<file path="config.mk">
export PLATFORM = sky130hd
export DESIGN_NAME = ka_mul_seq
export DESIGN_NICKNAME = d
export VERILOG_FILES = /design/src/rtl/ka_pkg.sv /design/src/rtl/ka_mul_seq_clmul_core.sv /design/src/rtl/ka_mul_seq.sv
export SDC_FILE = /design/constraint.sdc
export NUM_CORES = 1
export LEC_CHECK = 0
export CORE_UTILIZATION = 63
export CTS_BUF_LIST = sky130_fd_sc_hd__clkbuf_8
export CTS_CLUSTER_DIAMETER = 100
export DETAILED_ROUTE_END_ITERATION = 10
export GPL_TIMING_DRIVEN = 1
export PLACE_DENSITY = 0.95
export SYNTH_ARGS = -nofsm -noshare
export SYNTH_HDL_FRONTEND = slang
export SYNTH_SLANG_ARGS = --single-unit
</file>
<file path="constraint.sdc">
create_clock -name clk -period 6.25 [get_ports clk]
set_clock_uncertainty 0.05 [all_clocks]
set_input_delay 0.625 -clock clk [delete_from_list [all_inputs] [get_ports clk]]
set_output_delay 0.625 -clock clk [all_outputs]
set_load 0.02 [all_outputs]
</file>
<file path="src/rtl/ka_pkg.sv">
// Shared types and helpers for the sequential Karatsuba carry-less multiplier.
// gf2_reduce is only called when KA_REDUCE_EN is defined.
package ka_pkg;

    typedef enum logic [2:0] {
        IDLE = 3'd0,
        LO   = 3'd1,
        HI   = 3'd2,
        MID  = 3'd3,
        COMB = 3'd4,
        RED  = 3'd5,
        DONE = 3'd6
    } state_t;

    // Widest vector gf2_reduce handles; supports W up to 64.
    localparam int KA_RED_MAX = 128;

    function automatic int clmul_width(input int n);
        return 2 * n - 1;
    endfunction

    // Folds bits 2w-2 down to w back into the field using poly (which includes x^w).
    function automatic logic [KA_RED_MAX-1:0] gf2_reduce(
        input logic [KA_RED_MAX-1:0] v,
        input logic [KA_RED_MAX-1:0] poly,
        input int                    w
    );
        logic [KA_RED_MAX-1:0] r;
        r = v;
        for (int i = KA_RED_MAX - 1; i >= 0; i--) begin
            if (i >= w && i <= 2 * w - 2 && r[i]) begin
                r = r ^ (poly << (i - w));
            end
        end
        return r;
    endfunction

endpackage

</file>
<file path="src/rtl/ka_mul_seq_clmul_core.sv">
// Combinational schoolbook carry-less multiplier, N x N -> 2N-1 bits.
module clmul_core
    import ka_pkg::*;
#(
    parameter int N = 13
) (
    input  logic [N-1:0]              i_a,
    input  logic [N-1:0]              i_b,
    output logic [clmul_width(N)-1:0] o_p
);

    localparam int PW = clmul_width(N);

    logic [PW-1:0] w_pp [N];
    logic [PW-1:0] w_acc;

    for (genvar i = 0; i < N; i++) begin : g_row
        assign w_pp[i] = i_b[i] ? (PW'(i_a) << i) : '0;
    end

    always_comb begin
        w_acc = '0;
        for (int i = 0; i < N; i++) begin
            w_acc = w_acc ^ w_pp[i];
        end
    end

    assign o_p = w_acc;

endmodule

</file>
<file path="src/rtl/ka_mul_seq.sv">
// Sequential one-level Karatsuba carry-less multiplier sharing one half-width core.
// Define KA_REDUCE_EN to add a RED state that reduces the product modulo POLY.
module ka_mul_seq
    import ka_pkg::*;
#(
    parameter int         W    = 26,
    parameter logic [W:0] POLY = '0
) (
    input  logic           clk,
    input  logic           rst_n,
    input  logic           in_valid,
    output logic           in_ready,
    input  logic [W-1:0]   a,
    input  logic [W-1:0]   b,
    output logic           out_valid,
    input  logic           out_ready,
    output logic [2*W-2:0] y,
    output logic           busy,
    output state_t         dbg_state
);

    // Handshakes: a transfer happens on a rising edge where valid and ready are
    // both high; out_valid and y hold steady until out_ready completes the transfer.

    localparam int N  = (W + 1) / 2;
    localparam int PW = clmul_width(N);
    localparam int YW = 2 * W - 1;

    state_t          r_state;
    logic [N-1:0]    r_a_lo, r_a_hi, r_b_lo, r_b_hi;
    logic [PW-1:0]   r_p_lo, r_p_hi, r_p_mid;
    logic [YW-1:0]   r_y;
    logic            r_in_ready, r_out_valid, r_busy;

    logic [N-1:0]    w_a_hi, w_b_hi;
    logic [N-1:0]    w_core_a, w_core_b;
    logic [PW-1:0]   w_core_p;
    logic [PW-1:0]   w_mid_sum;
    logic [YW-1:0]   w_y_full;

    // For odd W the high half is one bit narrower; zero-extend it to N.
    assign w_a_hi = N'(a[W-1:N]);
    assign w_b_hi = N'(b[W-1:N]);

    always_comb begin
        w_core_a = r_a_lo;
        w_core_b = r_b_lo;
        case (r_state)
            HI: begin
                w_core_a = r_a_hi;
                w_core_b = r_b_hi;
            end
            MID: begin
                w_core_a = r_a_lo ^ r_a_hi;
                w_core_b = r_b_lo ^ r_b_hi;
            end
            default: ;
        endcase
    end

    clmul_core #(.N(N)) u_core (
        .i_a (w_core_a),
        .i_b (w_core_b),
        .o_p (w_core_p)
    );

    // Shifts are done in the output width, so overflow bits (always zero) drop out.
    assign w_mid_sum = r_p_lo ^ r_p_hi ^ r_p_mid;
    assign w_y_full  = YW'(r_p_lo) ^ (YW'(w_mid_sum) << N) ^ (YW'(r_p_hi) << (2 * N));

    always_ff @(posedge clk or negedge rst_n) begin
        if (!rst_n) begin
            r_state     <= IDLE;
            r_a_lo      <= '0;
            r_a_hi      <= '0;
            r_b_lo      <= '0;
            r_b_hi      <= '0;
            r_p_lo      <= '0;
            r_p_hi      <= '0;
            r_p_mid     <= '0;
            r_y         <= '0;
            r_in_ready  <= 1'b1;
            r_out_valid <= 1'b0;
            r_busy      <= 1'b0;
        end else begin
            case (r_state)
                IDLE: begin
                    if (in_valid) begin
                        r_a_lo     <= a[N-1:0];
                        r_a_hi     <= w_a_hi;
                        r_b_lo     <= b[N-1:0];
                        r_b_hi     <= w_b_hi;
                        r_in_ready <= 1'b0;
                        r_busy     <= 1'b1;
                        r_state    <= LO;
                    end
                end
                LO: begin
                    r_p_lo  <= w_core_p;
                    r_state <= HI;
                end
                HI: begin
                    r_p_hi  <= w_core_p;
                    r_state <= MID;
                end
                MID: begin
                    r_p_mid <= w_core_p;
                    r_state <= COMB;
                end
                COMB: begin
                    r_y <= w_y_full;
`ifdef KA_REDUCE_EN
                    r_state <= RED;
`else
                    r_out_valid <= 1'b1;
                    r_state     <= DONE;
`endif
                end
`ifdef KA_REDUCE_EN
                RED: begin
                    r_y         <= YW'(gf2_reduce(KA_RED_MAX'(r_y), KA_RED_MAX'(POLY), W));
                    r_out_valid <= 1'b1;
                    r_state     <= DONE;
                end
`endif
                DONE: begin
                    if (out_ready) begin
                        r_out_valid <= 1'b0;
                        r_in_ready  <= 1'b1;
                        r_busy      <= 1'b0;
                        r_state     <= IDLE;
                    end
                end
                default: begin
                    r_out_valid <= 1'b0;
                    r_in_ready  <= 1'b1;
                    r_busy      <= 1'b0;
                    r_state     <= IDLE;
                end
            endcase
        end
    end

    assign in_ready  = r_in_ready;
    assign out_valid = r_out_valid;
    assign y         = r_y;
    assign busy      = r_busy;
    assign dbg_state = r_state;

endmodule
</file>
## Word level (Yosys, flattened, before mapping)

Cells that the tools add are included.

- Output and inout bits: 57
- Register bits after elaboration: 184
- Word-level logic and storage cells: 71

- Bitwise logic cells: 20
- Reduce and logical (&&, ||, !) cells: 7
- Multiplexer cells: 25
- Equality and inequality tests: 7

Operators with widths:

| operator | count |
|---|---|
| $xor A25 B25 Y25 | 8 |
| $pmux W13 S2 | 2 |
| $xor A38 B51 Y51 | 1 |
| $xor A25 B38 Y38 | 1 |
| $xor A13 B13 Y13 | 2 |
| $mux W25 | 1 |
| $xor A25 B19 Y25 | 1 |
| $xor A25 B20 Y25 | 1 |
| $xor A25 B21 Y25 | 1 |
| $xor A25 B22 Y25 | 1 |
| $xor A25 B23 Y25 | 1 |
| $xor A25 B24 Y25 | 1 |
| $mux W24 | 1 |
| $mux W23 | 1 |
| $mux W22 | 1 |
| $mux W21 | 1 |
| $mux W20 | 1 |
| $mux W19 | 1 |
| $mux W18 | 1 |
| $pmux W3 S6 | 1 |
| $mux W17 | 1 |
| $mux W16 | 1 |
| $mux W15 | 1 |
| $mux W14 | 1 |
| 13 further kinds | 26 |

## Logic depth before layout (Yosys ltp)

- Word-level depth: 15
- Depth in mapped cells: 12
- Mapped depth without buffers: 8

## Hierarchy

Synthesis repeated with hierarchy kept, for this count alone.

- Cell total of the unflattened synthesis: 909
- Area, all modules: 10134.7 sq um

By module, submodules not included:

| module | area an instance (sq um) | sequential area each (sq um) | cells an instance | times used |
|---|---|---|---|---|
| ka_mul_seq | 8036.5 | 4605.7 | 581 | 1 |
| clmul_core | 2098.3 | 0.0 | 328 | 1 |

## Worst setup path before layout

OpenSTA, ideal clock, no wires.

- Kind: reg2reg
- Start point: register r_state[1], in the netlist dbg_state[1]
- End point: register r_p_mid[14]
- Cell stages (with the launch flop): 12
- Data arrival time: 2362 ps
- Data required time: 6123 ps
- Setup time: 77 ps
- Clock period less this slack: 2489 ps
- Path slack: 3761 ps
- Cells stage by stage: dfrtp_1 > buf_4 > nor2b_4 > buf_6 > buf_4 > a21oi_1 > buf_2 > nand2_1 > xnor2_1 > xnor2_1 > xnor3_1 > o21ai_1

- Cells in the longest elaborated chain, start to end: 14
- Elaborated cells between the ends (all ways): 26
- Classes of those cells: eq/ne: 2; mux: 13; bitwise: 11

Ends and longest elaborated chain:

| element | line | source |
|---|---|---|
| start: declaration | ka_mul_seq.sv:29 | `state_t r_state;` |
| start signal: assignment | ka_mul_seq.sv:73 | `r_state <= IDLE;` |
| start signal: assignment | ka_mul_seq.sv:95 | `r_state <= LO;` |
| start signal: assignment | ka_mul_seq.sv:100 | `r_state <= HI;` |
| $eq A3 B2 Y1 (on tied branches) | ka_mul_seq.sv:48, ka_mul_seq.sv:86 |  |
| $pmux W13 S2 | ka_mul_seq.sv:48 | `case (r_state)` |
| $mux W15 | ka_mul_seq_clmul_core.sv:18 | `assign w_pp[i] = i_b[i] ? (PW'(i_a) << i) : '0;` |
| $xor A25 B25 Y25 (4 in a row) | ka_mul_seq_clmul_core.sv:24 | `w_acc = w_acc ^ w_pp[i];` |
| $xor A25 B19 Y25 | ka_mul_seq_clmul_core.sv:24 |  |
| $xor A25 B20 Y25 | ka_mul_seq_clmul_core.sv:24 |  |
| $xor A25 B21 Y25 | ka_mul_seq_clmul_core.sv:24 |  |
| $xor A25 B22 Y25 | ka_mul_seq_clmul_core.sv:24 |  |
| $xor A25 B23 Y25 | ka_mul_seq_clmul_core.sv:24 |  |
| $xor A25 B24 Y25 | ka_mul_seq_clmul_core.sv:24 |  |
| $xor A25 B25 Y25 | ka_mul_seq_clmul_core.sv:24 |  |
| end signal: assignment | ka_mul_seq.sv:107 | `r_p_mid <= w_core_p;` |
| end: declaration | ka_mul_seq.sv:31 | `logic [PW-1:0] r_p_lo, r_p_hi, r_p_mid;` |

Parallel ways exist; a longest one is shown, timed or not.
A chain may end at the register's enable or synchronous reset.

## Worst setup path in the final report

- Start point: register r_state[1], in the netlist dbg_state[1]
- End point: register r_p_hi[9]

- Cells in the longest elaborated chain, start to end: 15
- Elaborated cells between the ends (all ways): 26
- Classes of those cells: eq/ne: 2; mux: 12; bitwise: 12

Ends and longest elaborated chain:

| element | line | source |
|---|---|---|
| $eq A3 B2 Y1 (on tied branches) | ka_mul_seq.sv:48, ka_mul_seq.sv:86 |  |
| $pmux W13 S2 | ka_mul_seq.sv:48 |  |
| $mux W13 or $mux W14 (tied branches) | ka_mul_seq_clmul_core.sv:18 |  |
| $xor A25 B25 Y25 (5 in a row) | ka_mul_seq_clmul_core.sv:24 |  |
| $xor A25 B19 Y25 | ka_mul_seq_clmul_core.sv:24 |  |
| $xor A25 B20 Y25 | ka_mul_seq_clmul_core.sv:24 |  |
| $xor A25 B21 Y25 | ka_mul_seq_clmul_core.sv:24 |  |
| $xor A25 B22 Y25 | ka_mul_seq_clmul_core.sv:24 |  |
| $xor A25 B23 Y25 | ka_mul_seq_clmul_core.sv:24 |  |
| $xor A25 B24 Y25 | ka_mul_seq_clmul_core.sv:24 |  |
| $xor A25 B25 Y25 | ka_mul_seq_clmul_core.sv:24 |  |
| end signal: assignment | ka_mul_seq.sv:103 | `r_p_hi <= w_core_p;` |
| end: declaration | ka_mul_seq.sv:31 |  |

Parallel ways exist; a longest one is shown, timed or not.

==> qor.csv <==
stage,metric,value,unit
yosys,synth_area_leaders,"dfrtp_1, xnor2_1, nand2_1",
drt,wl,21530,um
die,io_pins,113,
clock_network,holdBufCountCts,0,
global_routing,first_global_vias,7025,
setup_path,cp-end-kind,flop,
job,max_cap_violations,0,
die,start_util,0.6493,
yosys,syn_nets,1080,
yosys,synth_ff_type,dfrtp_1,
yosys,synth_cell_types,26,
clock_network,clock_path_buffers,2,
place,numPortBuffers,112,
die,dieArea,16290,um^2
clock_network,clkLatencyLatePin,480,ps
drt,drt_iter0_markers,707,
clock_network,post_cts_buffers,0,
drt,dr.pass1.iters,6,
clock_network,clock_sinks,184,
setup_path,crit_arrival,3980,ps
yosys,synth_top_cell_by_area,dfrtp_1,
drt,antenna_left,0,
clock_network,cts_resized,0,
die,fp.coreArea,15310,um^2
setup_path,critPathCapture,r_p_hi[9]$_DFFE_PN0N_,
drt,drcViolationCount,0,
die,fp-row-count,45,
drt,drt-wirelength-per-cell,16.32,um
global_routing,grt_pass1_wl,35620,um
yosys,synth-seq-area-share,0.4631,
final_layout,layout.nets,1151,
clock_network,htreeDepth,4,
drt,num_vias,7464,
clock_network,cts_root_buf,clkbuf_8,
final_layout,diodes,0,
setup_path,rr_worst_depth,9,
place,gp_congestion,0.8705,
yosys,synth_common_cells,"nand2_1, dfrtp_1, xnor2_1",
global_routing,grt_overflow,0,
global_routing,grt_max_degree,122,
timing,rsz0062_at_grt,false,
clock_network,cts_buffers,17,
yosys,synthArstFlopShare,1.000,
final_layout,syn2layout_area_growth,14.98,%
setup_path,r2r-start,dbg_state[1]$_DFFE_PN0P_,
final_layout,final_layout_size_suffix_gt1_frac,0.1300,
yosys,yosysWarningCount,0,
timing,slew_headroom,0.1786,
global_routing,grt_antenna_before_repair,0,
timing,fmax,271.7,MHz
setup_path,worstPathRequired,6550,ps
timing,tns,0,ps
setup_path,critPathLaunch,dbg_state[1]$_DFFE_PN0P_,
yosys,yosysMostFrequentCell,nand2_1,
die,die_w,127.6,um
place,dpl.hpwl,14540,um
clock_network,clk_pin_slew_worst_paths,90,ps
timing,setup_viol,0,
setup_path,worstPathMaxFanout,52,
yosys,synth_cells,1024,
setup_path,worstSetupStartpointType,flop,
timing,tightest_slew,1232,ps
global_routing,grt_usage,0.2819,
drt,via_per_inst,5.659,
setup_path,worstSetupPathType,flop to flop,
yosys,synth-edff-count,0,
yosys,synth-seq-cells,184,
timing,finalCritPeriodShare,0.5890,
outcome,outcome,finished clean,
timing,final_max_slew_viol_count,0,
timing,final-hold-violation-count,0,
yosys,syn_area,9945,um^2
setup_path,r2r_end,r_p_hi[9]$_DFFE_PN0N_,
die,fp.dieH,127.6,um
clock_network,cts_tree,built,
setup_path,ff2ff_setup_slack,2570,ps
timing,fin_crit,3681,ps
worst_hold_path,worstHoldPathType,input port to async pin,
yosys,netlist.area_leader.share,0.4605,
yosys,avgSynthCellArea,9.711,um^2
layer usage:
| layer | track usage | up-vias | part of all wire |
|---|---|---|---|
| li1 | - | 3493 | - |
| met1 | 0.3874 | 3634 | 0.43 |
| met2 | 0.4552 | 299 | 0.49 |
| met3 | 0.04648 | 38 | 0.064 |
| met4 | 0.1024 | 0 | 0.019 |
| met5 | 0 | - | 0 |
logic make-up (layout without fill, tap and decap cells):
logic type,Yosys count,in the layout,share of synthesized area
mux,79,79,0.08946
xor+xnor,196,196,0.1880
buf+inv,72,156,0.03686
flops,184,184,0.4631
simple gates,306,306,0.1210
compound gates,187,187,0.1015
sequential cells by signal (all words and copies together) (netlist names):
signal,count
busy,1
r_p_hi,25
r_b_lo,13
r_a_lo,13
out_valid,1
r_p_mid,25
y,51
r_a_hi,13
r_b_hi,13
r_p_lo,25
dbg_state,3
in_ready,1
placed cells by master, fill, tap and decap left out, types with 18 or more instances in the layout:
cell type	synthesis	layout
xor2_1	26	26
xnor2_1	158	158
nand2_1	248	248
nand3_1	26	26
o21ai_1	19	19
o21ai_0	83	83
mux2_2	79	79
clkdlybuf4s50_1	0	111
dfrtp_1	183	183
a21oi_1	64	64
clkbuf_8	0	18
nor2_1	27	27
final cells by class:
cell class	instances	area [um^2]
timing repair buffer	121	1190
sequential	184	4606
tap	211	264.0
multi-input combinational	768	4975
clock inverter	14	141.4
clock buffer	18	247.7
inverter	3	11.26
fill	1074	3880
through the flow:
step / hold slack [ps] / instance area, um^2 / setup slack (ps) / cells / util
2_1_floorplan: 279.4 / 9945 / 3761 / 1024 / -
3_3_place_gp: 423.4 / 11050 / 2767 / 1287 / 0.7212
3_5_place_dp: 435.3 / 11050 / 2690 / 1287 / 0.7212
4_1_cts: 295.5 / 11430 / 2662 / 1319 / 0.7467
5_1_grt: 357.6 / 11430 / 2355 / 1319 / 0.7467
6_report: 236.5 / 11430 / 2569 / 1319 / 0.7467
worst min-delay path by stage:
stage / start / end / slack [ps] / cells past startpoint
finish: rst_n / r_p_lo[1]$_DFFE_PN0P_ / 240 / 1
global route: rst_n / y[18]$_DFFE_PN0P_ / 360 / 1
CTS: rst_n / r_p_mid[7]$_DFFE_PN0N_ / 300 / 1
detailed placement: in_ready$_DFFE_PN1P_ / in_ready$_DFFE_PN1P_ / 440 / 2
global placement: in_ready$_DFFE_PN1P_ / in_ready$_DFFE_PN1P_ / 420 / 2
floorplan: rst_n / busy$_DFFE_PN0P_ / 280 / 0
worst max-delay path: stages (launching register included):
cell     delay, ps
dfrtp_1        480
nor2b_4        180
buf_4          480
a21oi_1        140
a21oi_1        950
nand2_1        230
xnor2_2        220
xnor3_1        330
xnor2_1        320
o21ai_0        140
Power is left out: the tool's default activity adds up to more than one toggle a clock period on the data nets, which glitch-free logic cannot reach.
